==> config.mk <==
export PLATFORM = sky130hd
export DESIGN_NAME = regfile_writeback
export DESIGN_NICKNAME = d
export VERILOG_FILES = /design/src/rtl/regfile_writeback.sv
export SDC_FILE = /design/constraint.sdc
export NUM_CORES = 1
export LEC_CHECK = 0
export CAP_MARGIN = 20
export CORE_MARGIN = 4
export CORE_UTILIZATION = 40
export DETAILED_ROUTE_END_ITERATION = 7
export PLACE_DENSITY = 0.67
export SYNTH_ARGS = -nofsm -noshare
export SYNTH_HDL_FRONTEND = slang
export SYNTH_SLANG_ARGS = --single-unit
==> constraint.sdc <==
create_clock -name CLK -period 6 [get_ports CLK]
set_input_delay 1.5 -clock CLK [delete_from_list [all_inputs] [get_ports CLK]]
set_output_delay 1.5 -clock CLK [all_outputs]
set_load 0.02 [all_outputs]
==> src/rtl/regfile_writeback.sv <==
// regfile_writeback: in-order write-back queue in front of the register file.
// Define WB_BYPASS_EN to build the pending-value bypass lookup.
module regfile_writeback #(
   parameter int DEPTH = 4
) (
   input  logic                       CLK,
   input  logic                       nRST,
   input  logic                       alu_valid,
   output logic                       alu_ready,
   input  logic [4:0]                 alu_sel,
   input  logic [31:0]                alu_dat,
   input  logic                       mem_valid,
   output logic                       mem_ready,
   input  logic [4:0]                 mem_sel,
   input  logic [31:0]                mem_dat,
   input  logic                       wb_stall,
   output logic                       WEN,
   output logic [4:0]                 wsel,
   output logic [31:0]                wdat,
   output logic                       empty,
   output logic [$clog2(DEPTH):0]     count,
   input  logic [4:0]                 byp_sel,
   output logic                       byp_hit,
   output logic [31:0]                byp_dat
);

   localparam int AW = $clog2(DEPTH);
   localparam int CW = AW + 1;

   logic [4:0]    sel_q [DEPTH];
   logic [31:0]   dat_q [DEPTH];
   logic [AW-1:0] head;
   logic [AW-1:0] tail;
   logic [CW-1:0] cnt;
   logic          full;
   logic          mem_fire;
   logic          alu_fire;
   logic          push;
   logic          pop;
   logic [4:0]    push_sel;
   logic [31:0]   push_dat;

   assign full      = (cnt == CW'(DEPTH));
   assign empty     = (cnt == '0);
   assign count     = cnt;
   assign mem_ready = !full;
   // Loads win any tie: the ALU is held off whenever a load is offered.
   assign alu_ready = !full && !mem_valid;
   assign mem_fire  = mem_valid && mem_ready;
   assign alu_fire  = alu_valid && alu_ready;

   always_comb begin
      push_sel = alu_sel;
      push_dat = alu_dat;
      if (mem_fire) begin
         push_sel = mem_sel;
         push_dat = mem_dat;
      end
   end

   // x0 writes complete the handshake but are never stored.
   assign push = (mem_fire || alu_fire) && (push_sel != '0);
   assign WEN  = !empty && !wb_stall;
   assign pop  = WEN;
   assign wsel = empty ? '0 : sel_q[head];
   assign wdat = empty ? '0 : dat_q[head];

   always_ff @(posedge CLK or negedge nRST) begin
      if (!nRST) begin
         head <= '0;
         tail <= '0;
         cnt  <= '0;
      end else begin
         if (push) tail <= tail + AW'(1);
         if (pop)  head <= head + AW'(1);
         case ({push, pop})
            2'b10:   cnt <= cnt + CW'(1);
            2'b01:   cnt <= cnt - CW'(1);
            default: cnt <= cnt;
         endcase
      end
   end

   always_ff @(posedge CLK) begin
      if (push) begin
         sel_q[tail] <= push_sel;
         dat_q[tail] <= push_dat;
      end
   end

`ifdef WB_BYPASS_EN
   // Walk oldest to youngest so the last match is the newest value.
   always_comb begin
      byp_hit = 1'b0;
      byp_dat = '0;
      for (int i = 0; i < DEPTH; i++) begin
         if (CW'(i) < cnt && byp_sel != '0 &&
             sel_q[head + AW'(i)] == byp_sel) begin
            byp_hit = 1'b1;
            byp_dat = dat_q[head + AW'(i)];
         end
      end
   end
`else
   logic byp_unused;
   assign byp_unused = ^byp_sel;
   assign byp_hit    = 1'b0;
   assign byp_dat    = '0;
`endif

endmodule

==> impl_metrics.py, run 1 <==
metrics = {
    "outcome": {
        "status": "completed",
    },
    "global_route": {
        "grt_max_degree": 39,
        "grt_pass1_wl_um": 18500,
        "grt_usage_pct": 13.3,
        "overflow": 0,
        "grt_pass1_vias": 3495,
        "antenna_found_initial": 0,
    },
    "sta": {
        "finalHoldViolCount": 0,
        "fin_crit_ns": 4.55,
        "timing.slew.headroom_pct": 31.4,
        "setup-tns-final_ns": 0,
        "setup_violations": 0,
        "slew_viol_final": 0,
        "clock_skew_ns": 0.00738,
        "max_freq_mhz": 220,
        "rsz0062_at_grt": "no",
        "fin_crit_sh_pct": 75.8,
        "worst_slew_pin_slew_ns": 1.03,
        "setup_ws_ns": 1.45,
    },
    "worst_setup_path": {
        "cp.required_ns": 4.50,
        "ff2ff_path_depth": 3,
        "crit_slowest_cell": "dfrtp_2",
        "worstSetupPathDepth": 4,
        "critPathKind": "register to primary output",
        "critPathArrivalTime_ns": 3.05,
        "startpoint_type": "register",
        "path_cells": "buf_4, mux4_2, nor2b_1, clkdlybuf4s50_1",
        "cpPeakStageDelay_ns": 0.84,
        "cp_top_family": "buffers and inverters",
        "end_kind": "primary output",
        "critical_path_peak_fanout": 20,
        "crit_buf_inv": 2,
    },
    "min_path": {
        "hold_depth": 1,
        "worst_hold_path_type": "register to register",
    },
    "logic_synthesis": {
        "synth_sequential_area_ratio_pct": 68.4,
        "netlist.area_leader.share_pct": 65.8,
        "synth_common_cells": "edfxtp_1 (148), mux4_2 (37), nor2b_1 (37), buf_4 (36), mux2_1 (30)",
        "yosysMostFrequentCell": "edfxtp_1",
        "yosys.area.top_type": "edfxtp_1",
        "post_synth_instance_area_um2": 6760,
        "ys_ff_latch": 155,
        "syn_avg_cell_area_um2": 19.1,
        "async_flop_share_pct": 4.52,
        "synth_cell_types": 28,
        "netlist_top_cells_area": "edfxtp_1 (66%), mux4_2 (12%), mux2_1 (5.0%), buf_4 (4.0%), nor2b_1 (3.4%)",
        "ys.flop_type": "edfxtp_1",
        "synth_edf_count": 148,
        "synthCells": 354,
        "yosys_warnings": 0,
    },
    "cts": {
        "cts_made_buffers": 17,
        "h-tree-depth": 4,
        "clk_latency_ns": 0.41,
        "cts_buffer_depth": 2,
        "post_cts_buffers": 0,
        "cts_root_buf": "clkbuf_16",
        "cts_tree": "built",
        "ctsResizeCount": 0,
        "hold_buffers": 0,
        "clk_pin_slew_ns": 0.06,
        "clkSinkCount": 155,
    },
    "pwr": {
        "p_leak_nw": 2.97,
        "peakVddDrop_mv": 0.399,
        "power.total_mw": 4.51,
        "cellPowerDensity_nw_per_um2": 518,
    },
    "final_layout": {
        "post-route-util_pct": 52.4,
        "layout.nets": 573,
        "drive_gt1_share_pct": 18.1,
        "antenna_cells": 0,
        "areaGrowthSynthToFinish_pct": 28.7,
    },
    "die": {
        "core_area_um2": 16600,
        "die_y_um": 138,
        "num_rows": 47,
        "dieWidth_um": 138,
        "num_io_pins": 161,
        "start_util_pct": 40.7,
        "die-area_um2": 19000,
    },
    "drt": {
        "met3WireLength_um": 753,
        "via_per_inst": 4.73,
        "met1_length_um": 5060,
        "vias": 3385,
        "top_layer_used": "met4",
        "ant_nets": 0,
        "met2_length_um": 6160,
        "wl_um": 12100,
        "drt_iter0_markers": 165,
        "drc_errors": 0,
        "firstDrtPassIters": 4,
        "post_drt_wl_per_cell_um": 16.9,
    },
    "place": {
        "routabilityCongestion": 0.737,
        "hpwlAfterDp_um": 7330,
        "dp_slack_ns": 1.65,
        "portBuffers": 122,
    },
    "flow_run": {
        "maxCapViolCount": 0,
    },
}
==> registers in the layout, summed over array words and instances, names as in the netlist <==
register / cells
count: 3
head: 2
tail: 2
dat_q: 128
sel_q: 20
==> report_power, final <==
group          switching [mW]  internal, mW
Sequential              0.168          1.54
Clock                   0.391         0.648
Combinational           0.852         0.903
==> per-layer routing <==
metal / global-route usage (%) / up-vias
met5: 0 / -
met4: 4.12 / 0
met3: 4.10 / 12
met2: 22.6 / 114
met1: 16.4 / 1697
li1: - / 1562
==> per-stage QoR <==
step,area [µm²],hold WS [ns],std cells
final,8690,0.539,716
after global routing,8690,0.555,716
after CTS,8640,0.538,714
after detailed placement,8060,0.521,682
after global placement,8060,0.516,682
after floorplan,6880,0.535,386
==> worst reg2reg max path, stage by stage (launching register included) <==
cell and delay [ns]:
dfrtp_1 0.42, nor3b_2 0.20, o32ai_2 0.56, and2_2 0.94
==> area by class of cell <==
type                       count  area (µm²)
sequential                   155        4620
multi-input combinational    175        1890
timing repair buffer         127        1290
clock inverter                13         151
tap                          220         275
clock buffer                  19         433
inverter                       7        26.3
fill                        1334        7890
==> cells by family after synthesis <==
logic type | synth area share (%)
compound gates | 0.241
xor+xnor | 0.778
fa+ha+maj | 1.22
buf+inv | 5.56
flops | 68.4
mux | 18.9
other cells | 0.0555
simple gates | 4.89
==> worst paths after layout <==
| path | from | endpoint | slack, ns |
|---|---|---|---|
| max reg2reg | count[2] | dat_q[1][8] | 3.47 |
| min reg2reg | count[2] | count[2] | 0.54 |
| min | count[2] | count[2] | 0.54 |
| min in group asynchronous | nRST | count[2] | 1.35 |
| max | head[0] | wdat[30] | 1.45 |
| max in group asynchronous | nRST | head[1] | 4.38 |
==> cells in the final DEF, fill, tap and decap left out, types with 2 or more instances in the layout <==
cell type and n:
clkinvlp_4 4, nor2b_1 37, conb_1 33, clkbuf_16 17, mux2_2 7, edfxtp_1 148
xnor2_1 3, mux2_1 30, clkdlybuf4s50_1 122, nor2_1 4, dfrtp_2 2, clkinv_2 3
xor2_1 3, mux4_2 37, clkinv_1 2, inv_1 7, ha_1 5, bufinv_16 3
dfrtp_1 5, clkbuf_1 2, and2_2 4, buf_4 3
Note: power is estimated with default switching activity, not from simulation.
==> run 2, diff against run 1 <==
--- a/config.mk
+++ b/config.mk
@@ -9,7 +9,7 @@
 export CORE_MARGIN = 4
 export CORE_UTILIZATION = 40
 export DETAILED_ROUTE_END_ITERATION = 7
-export PLACE_DENSITY = 0.67
+export PLACE_DENSITY = 0.69
 export SYNTH_ARGS = -nofsm -noshare
 export SYNTH_HDL_FRONTEND = slang
 export SYNTH_SLANG_ARGS = --single-unit
==> constraint.sdc (replaced) <==
create_clock -name CLK -period 4.15 [get_ports CLK]
set_input_delay 1.0375 -clock CLK [delete_from_list [all_inputs] [get_ports CLK]]
set_output_delay 1.0375 -clock CLK [all_outputs]
set_load 0.02 [all_outputs]
==> run 2 against run 1 <==
Against the previous run: routed wire length is 5.0% higher; power is 49% higher; clock skew is 0.0015 ns higher; critical path depth stayed put; sequential power is 39% higher; via count is 1.6% higher; critical path type unchanged; sequential share of layout area is 0.58 points lower; highest routed layer unchanged.
==> impl_metrics.py, run 2 (synthesis gave the netlist of run 1 again) <==
metrics = {
    "outcome": {
        "status": "completed",
    },
    "cts": {
        "h-tree-depth": 4,
        "cts_made_buffers": 17,
        "clk_latency_ns": 0.41,
        "post_cts_buffers": 0,
        "clkSinkCount": 155,
        "clk_pin_slew_ns": 0.06,
        "cts_buffer_depth": 2,
        "cts_tree": "built",
        "cts_root_buf": "clkbuf_16",
        "ctsResizeCount": 0,
        "hold_buffers": 0,
    },
    "pwr": {
        "p_seq_share_pct": 35.6,
        "peakVddDrop_mv": 0.401,
        "cellPowerDensity_nw_per_um2": 762,
        "power_switching_mw": 2.05,
        "p_clk_share_pct": 24.4,
        "netSwitchingFraction_pct": 30.7,
        "p_leak_nw": 3.03,
        "internal_power_mw": 4.64,
        "combPwrFrac_pct": 40.0,
    },
    "sta": {
        "fin_crit_ns": 3.56,
        "setup-tns-final_ns": 0,
        "rsz0062_at_grt": "no",
        "max_freq_mhz": 281,
        "clock_skew_ns": 0.00892,
        "fin_crit_sh_pct": 85.7,
        "slew_viol_final": 0,
        "hold_slack_ns": 0.551,
        "worst_slew_pin_slew_ns": 0.625,
        "finalHoldViolCount": 0,
        "setup_violations": 0,
        "timing.slew.headroom_pct": 58.3,
    },
    "worst_setup_path": {
        "cp.required_ns": 3.11,
        "critical_path_peak_fanout": 22,
        "critPathArrivalTime_ns": 2.52,
        "ff2ff_setup_slack_ns": 1.80,
        "path_cells": "buf_4, mux4_2, nor2b_1, clkdlybuf4s50_1",
        "end_kind": "primary output",
        "startpoint_type": "register",
        "cpPeakStageDelay_ns": 0.77,
        "crit_slowest_cell": "dfrtp_2",
        "critPathKind": "register to primary output",
    },
    "drt": {
        "firstDrtPassIters": 4,
        "drt_iter0_markers": 193,
        "ant_nets": 0,
        "post_drt_wl_per_cell_um": 17.6,
        "wl_um": 12700,
        "vias": 3439,
        "drc_errors": 0,
        "via_per_inst": 4.76,
    },
    "final_layout": {
        "areaGrowthSynthToFinish_pct": 30.1,
        "stdcell_area_um2": 8790,
        "layout_commonest_cell": "edfxtp_1",
        "layout.nets": 579,
        "largest_register_ffs": 128,
        "top_register": "dat_q",
        "antenna_cells": 0,
        "drive_gt1_share_pct": 18.9,
        "final_cell_mix": "edfxtp_1 (148), clkdlybuf4s50_1 (122), mux4_2 (37), nor2b_1 (37), conb_1 (33)",
    },
    "die": {
        "die-area_um2": 19000,
        "die_y_um": 138,
        "core_area_um2": 16600,
        "dieWidth_um": 138,
        "num_io_pins": 161,
        "start_util_pct": 40.7,
        "num_rows": 47,
    },
    "global_route": {
        "grt_max_degree": 39,
        "grt_pass1_vias": 3683,
        "grt_pass1_wl_um": 19400,
        "overflow": 0,
        "grt_usage_pct": 13.9,
        "antenna_found_initial": 0,
    },
    "flow_run": {
        "maxCapViolCount": 0,
    },
    "place": {
        "routabilityCongestion": 0.697,
        "portBuffers": 122,
        "hpwlAfterDp_um": 8390,
        "place_area_um2": 8160,
    },
    "min_path": {
        "worst_hold_path_type": "register to register",
    },
}
## run 2: cell count changes in the layout (fill, tap and decap cells not counted), sizes merged
cell,change
clkbuf,+4
clkinvlp,-3
buf,+6
clkinv,-3
bufinv,+2
## run 2: area by class of cell
| class | instances | area, µm² |
|---|---|---|
| Sequential cell | 155 | 4620 |
| Multi-Input combinational cell | 175 | 1890 |
| Inverter | 7 | 26.3 |
| Clock buffer | 23 | 458 |
| Clock inverter | 9 | 173 |
| Fill cell | 1310 | 7790 |
| Timing Repair Buffer | 133 | 1340 |
| Tap cell | 220 | 275 |
## run 2: power groups by stage
stage	Clock, mW	Combinational (mW)	Sequential (mW)
2_1_floorplan	0	1.69	2.36
3_3_place_gp	0	2.70	2.39
3_5_place_dp	0	2.73	2.42
4_1_cts	1.66	2.75	2.39
5_1_grt	1.74	2.89	2.42
6_report	1.63	2.67	2.38
## run 2: routing by layer
layer  vias to the layer above  global-route usage (%)  part of all wire [%]
li1                       1575                       -                     -
met4                         0                    4.99                   1.5
met1                      1732                    16.9                    41
met3                        16                    3.85                   6.0
met2                       116                    23.8                    52
met5                         -                       0                     0
## run 2: stage by stage
stage / std cells / total power, mW / worst slack (ns) / util, %
5_1_grt: 722 / 7.06 / 0.470 / 53.0
6_report: 722 / 6.69 / 0.593 / 53.0
4_1_cts: 722 / 6.80 / 0.527 / 53.0
3_3_place_gp: 690 / 5.10 / 0.724 / 49.2
3_5_place_dp: 690 / 5.16 / 0.629 / 49.2
2_1_floorplan: 386 / 4.04 / 1.19 / -
## run 2: path summary, 6_finish.rpt
path                       startpoint        to  cells after the start
setup reg to reg             count[0]  count[2]                     10
setup / recovery              head[1]   wdat[3]                      4
hold reg to reg              count[2]  count[2]                      1
min in group asynchronous        nRST   tail[1]                      1
hold / removal               count[2]  count[2]                      1
max in group asynchronous        nRST   head[1]                      1
## run 2: critical path, delay by kind of cell, from the launching register on
family | cells | cell delay, ns
muxes | 1 | 0.31
buffers and inverters | 2 | 0.87
DFF | 1 | 0.77
and+or+nand+nor | 1 | 0.15
==> run 3, diff against run 2 <==
--- a/config.mk
+++ b/config.mk
@@ -8,6 +8,7 @@
 export CAP_MARGIN = 20
 export CORE_MARGIN = 4
 export CORE_UTILIZATION = 40
+export CTS_BUF_LIST = sky130_fd_sc_hd__clkbuf_4 sky130_fd_sc_hd__clkbuf_8 sky130_fd_sc_hd__clkbuf_16
 export DETAILED_ROUTE_END_ITERATION = 7
 export PLACE_DENSITY = 0.69
 export SYNTH_ARGS = -nofsm -noshare
==> run 3 against run 2 <==
Against the previous run: count of clock-buffer cells in the layout unchanged; worst setup slack about the same; global-route usage about the same; design area up 0.21%; hold slack about the same; routed wire length up 0.37%; via count down 0.41%; core utilization up 0.11 points; register-to-register slack about the same; clock power up 2%; combinational power about the same; critical path type unchanged.
==> impl_metrics.py, run 3 (synthesis gave the netlist of run 1 again) <==
metrics = {
    "worst_setup_path": {
        "cp.required_ns": 3.11,
        "end_kind": "primary output",
        "ff2ff_path_depth": 10,
        "critPathKind": "register to primary output",
        "critPathArrivalTime_ns": 2.52,
        "startpoint_type": "register",
        "critical_path_peak_fanout": 22,
    },
    "sta": {
        "rsz0062_at_grt": "no",
        "clock_skew_ns": 0.00941,
        "setup_ws_ns": 0.593,
        "finalHoldViolCount": 0,
        "fin_crit_ns": 3.56,
        "slew_viol_final": 0,
        "worst_slew_pin_slew_ns": 0.620,
        "setup-tns-final_ns": 0,
        "fin_crit_sh_pct": 85.7,
        "max_freq_mhz": 281,
        "timing.slew.headroom_pct": 58.7,
        "setup_violations": 0,
    },
    "cts": {
        "clk_latency_ns": 0.41,
        "clkSinkCount": 155,
        "clk_pin_slew_ns": 0.06,
        "post_cts_buffers": 0,
        "cts_tree": "built",
        "hold_buffers": 0,
        "ctsResizeCount": 0,
        "cts_root_buf": "clkbuf_16",
        "cts_made_buffers": 17,
        "cts_buffer_depth": 2,
        "h-tree-depth": 4,
    },
    "global_route": {
        "grt_pass1_vias": 3685,
        "antenna_found_initial": 0,
        "grt_pass1_wl_um": 19400,
        "grt_usage_pct": 13.9,
        "overflow": 0,
        "grt_max_degree": 39,
    },
    "drt": {
        "firstDrtPassIters": 5,
        "wl_um": 12800,
        "via_per_inst": 4.74,
        "drc_errors": 0,
        "post_drt_wl_per_cell_um": 17.7,
        "vias": 3425,
        "drt_iter0_markers": 168,
        "ant_nets": 0,
    },
    "final_layout": {
        "layout_commonest_cell": "edfxtp_1",
        "post-route-util_pct": 53.1,
        "antenna_cells": 0,
        "layout.nets": 579,
        "stdcell_area_um2": 8810,
        "drive_gt1_share_pct": 19.9,
        "areaGrowthSynthToFinish_pct": 30.4,
        "final_cell_mix": "edfxtp_1 (148), clkdlybuf4s50_1 (122), mux4_2 (37), nor2b_1 (37), conb_1 (33)",
        "top_register": "dat_q",
        "largest_register_ffs": 128,
    },
    "die": {
        "start_util_pct": 40.7,
        "dieWidth_um": 138,
        "num_rows": 47,
        "die-area_um2": 19000,
        "die_y_um": 138,
        "core_area_um2": 16600,
        "num_io_pins": 161,
    },
    "flow_run": {
        "maxCapViolCount": 0,
    },
    "outcome": {
        "status": "completed",
    },
    "place": {
        "portBuffers": 122,
        "place_area_um2": 8160,
        "routabilityCongestion": 0.697,
        "hpwlAfterDp_um": 8390,
        "dp_slack_ns": 0.629,
    },
    "pwr": {
        "power.total_mw": 6.73,
        "cellPowerDensity_nw_per_um2": 764,
        "peakVddDrop_mv": 0.401,
        "p_leak_nw": 3.05,
    },
    "min_path": {
        "worst_hold_path_type": "register to register",
        "hold_depth": 1,
    },
}
[run 3: report_power, final]
group	internal [mW]	total [mW]	leakage (nW)	switching [mW]
Combinational	1.33	2.68	1.28	1.34
Sequential	2.23	2.38	1.44	0.157
Clock	1.11	1.67	0.322	0.555
[run 3: cell type report]
cell class	count	area, µm²
Fill cell	1306	7780
Sequential cell	155	4620
Multi-Input combinational cell	175	1890
Timing Repair Buffer	133	1340
Clock buffer	23	477
Tap cell	220	275
Clock inverter	9	173
Inverter	7	26.3
[run 3: path summary, 6_finish.rpt]
kind,end,from,slack [ns]
setup / recovery,wdat[3],head[1],0.59
hold / removal,count[2],count[2],0.55
setup reg to reg,count[2],count[0],1.80
hold reg to reg,count[2],count[2],0.55
max in group asynchronous,head[1],nRST,2.99
min in group asynchronous,tail[1],nRST,0.89
[run 3: worst max-delay path, stage by stage, from the launching register on]
cell and delay (ns):
dfrtp_2 0.77, buf_4 0.31, mux4_2 0.31, nor2b_1 0.15
clkdlybuf4s50_1 0.56
[run 3: stage by stage]
stage	cells	hold WS, ns
5_1_grt	722	0.575
3_5_place_dp	690	0.534
3_3_place_gp	690	0.521
4_1_cts	722	0.544
2_1_floorplan	386	0.535
6_report	722	0.551
[run 3: layer usage]
layer	routed length, µm	track usage, %	vias up
met3	810	3.96	17
met5	0	0	-
met1	5160	16.7	1713
met2	6590	23.9	120
met4	201	5.16	0
li1	-	-	1575
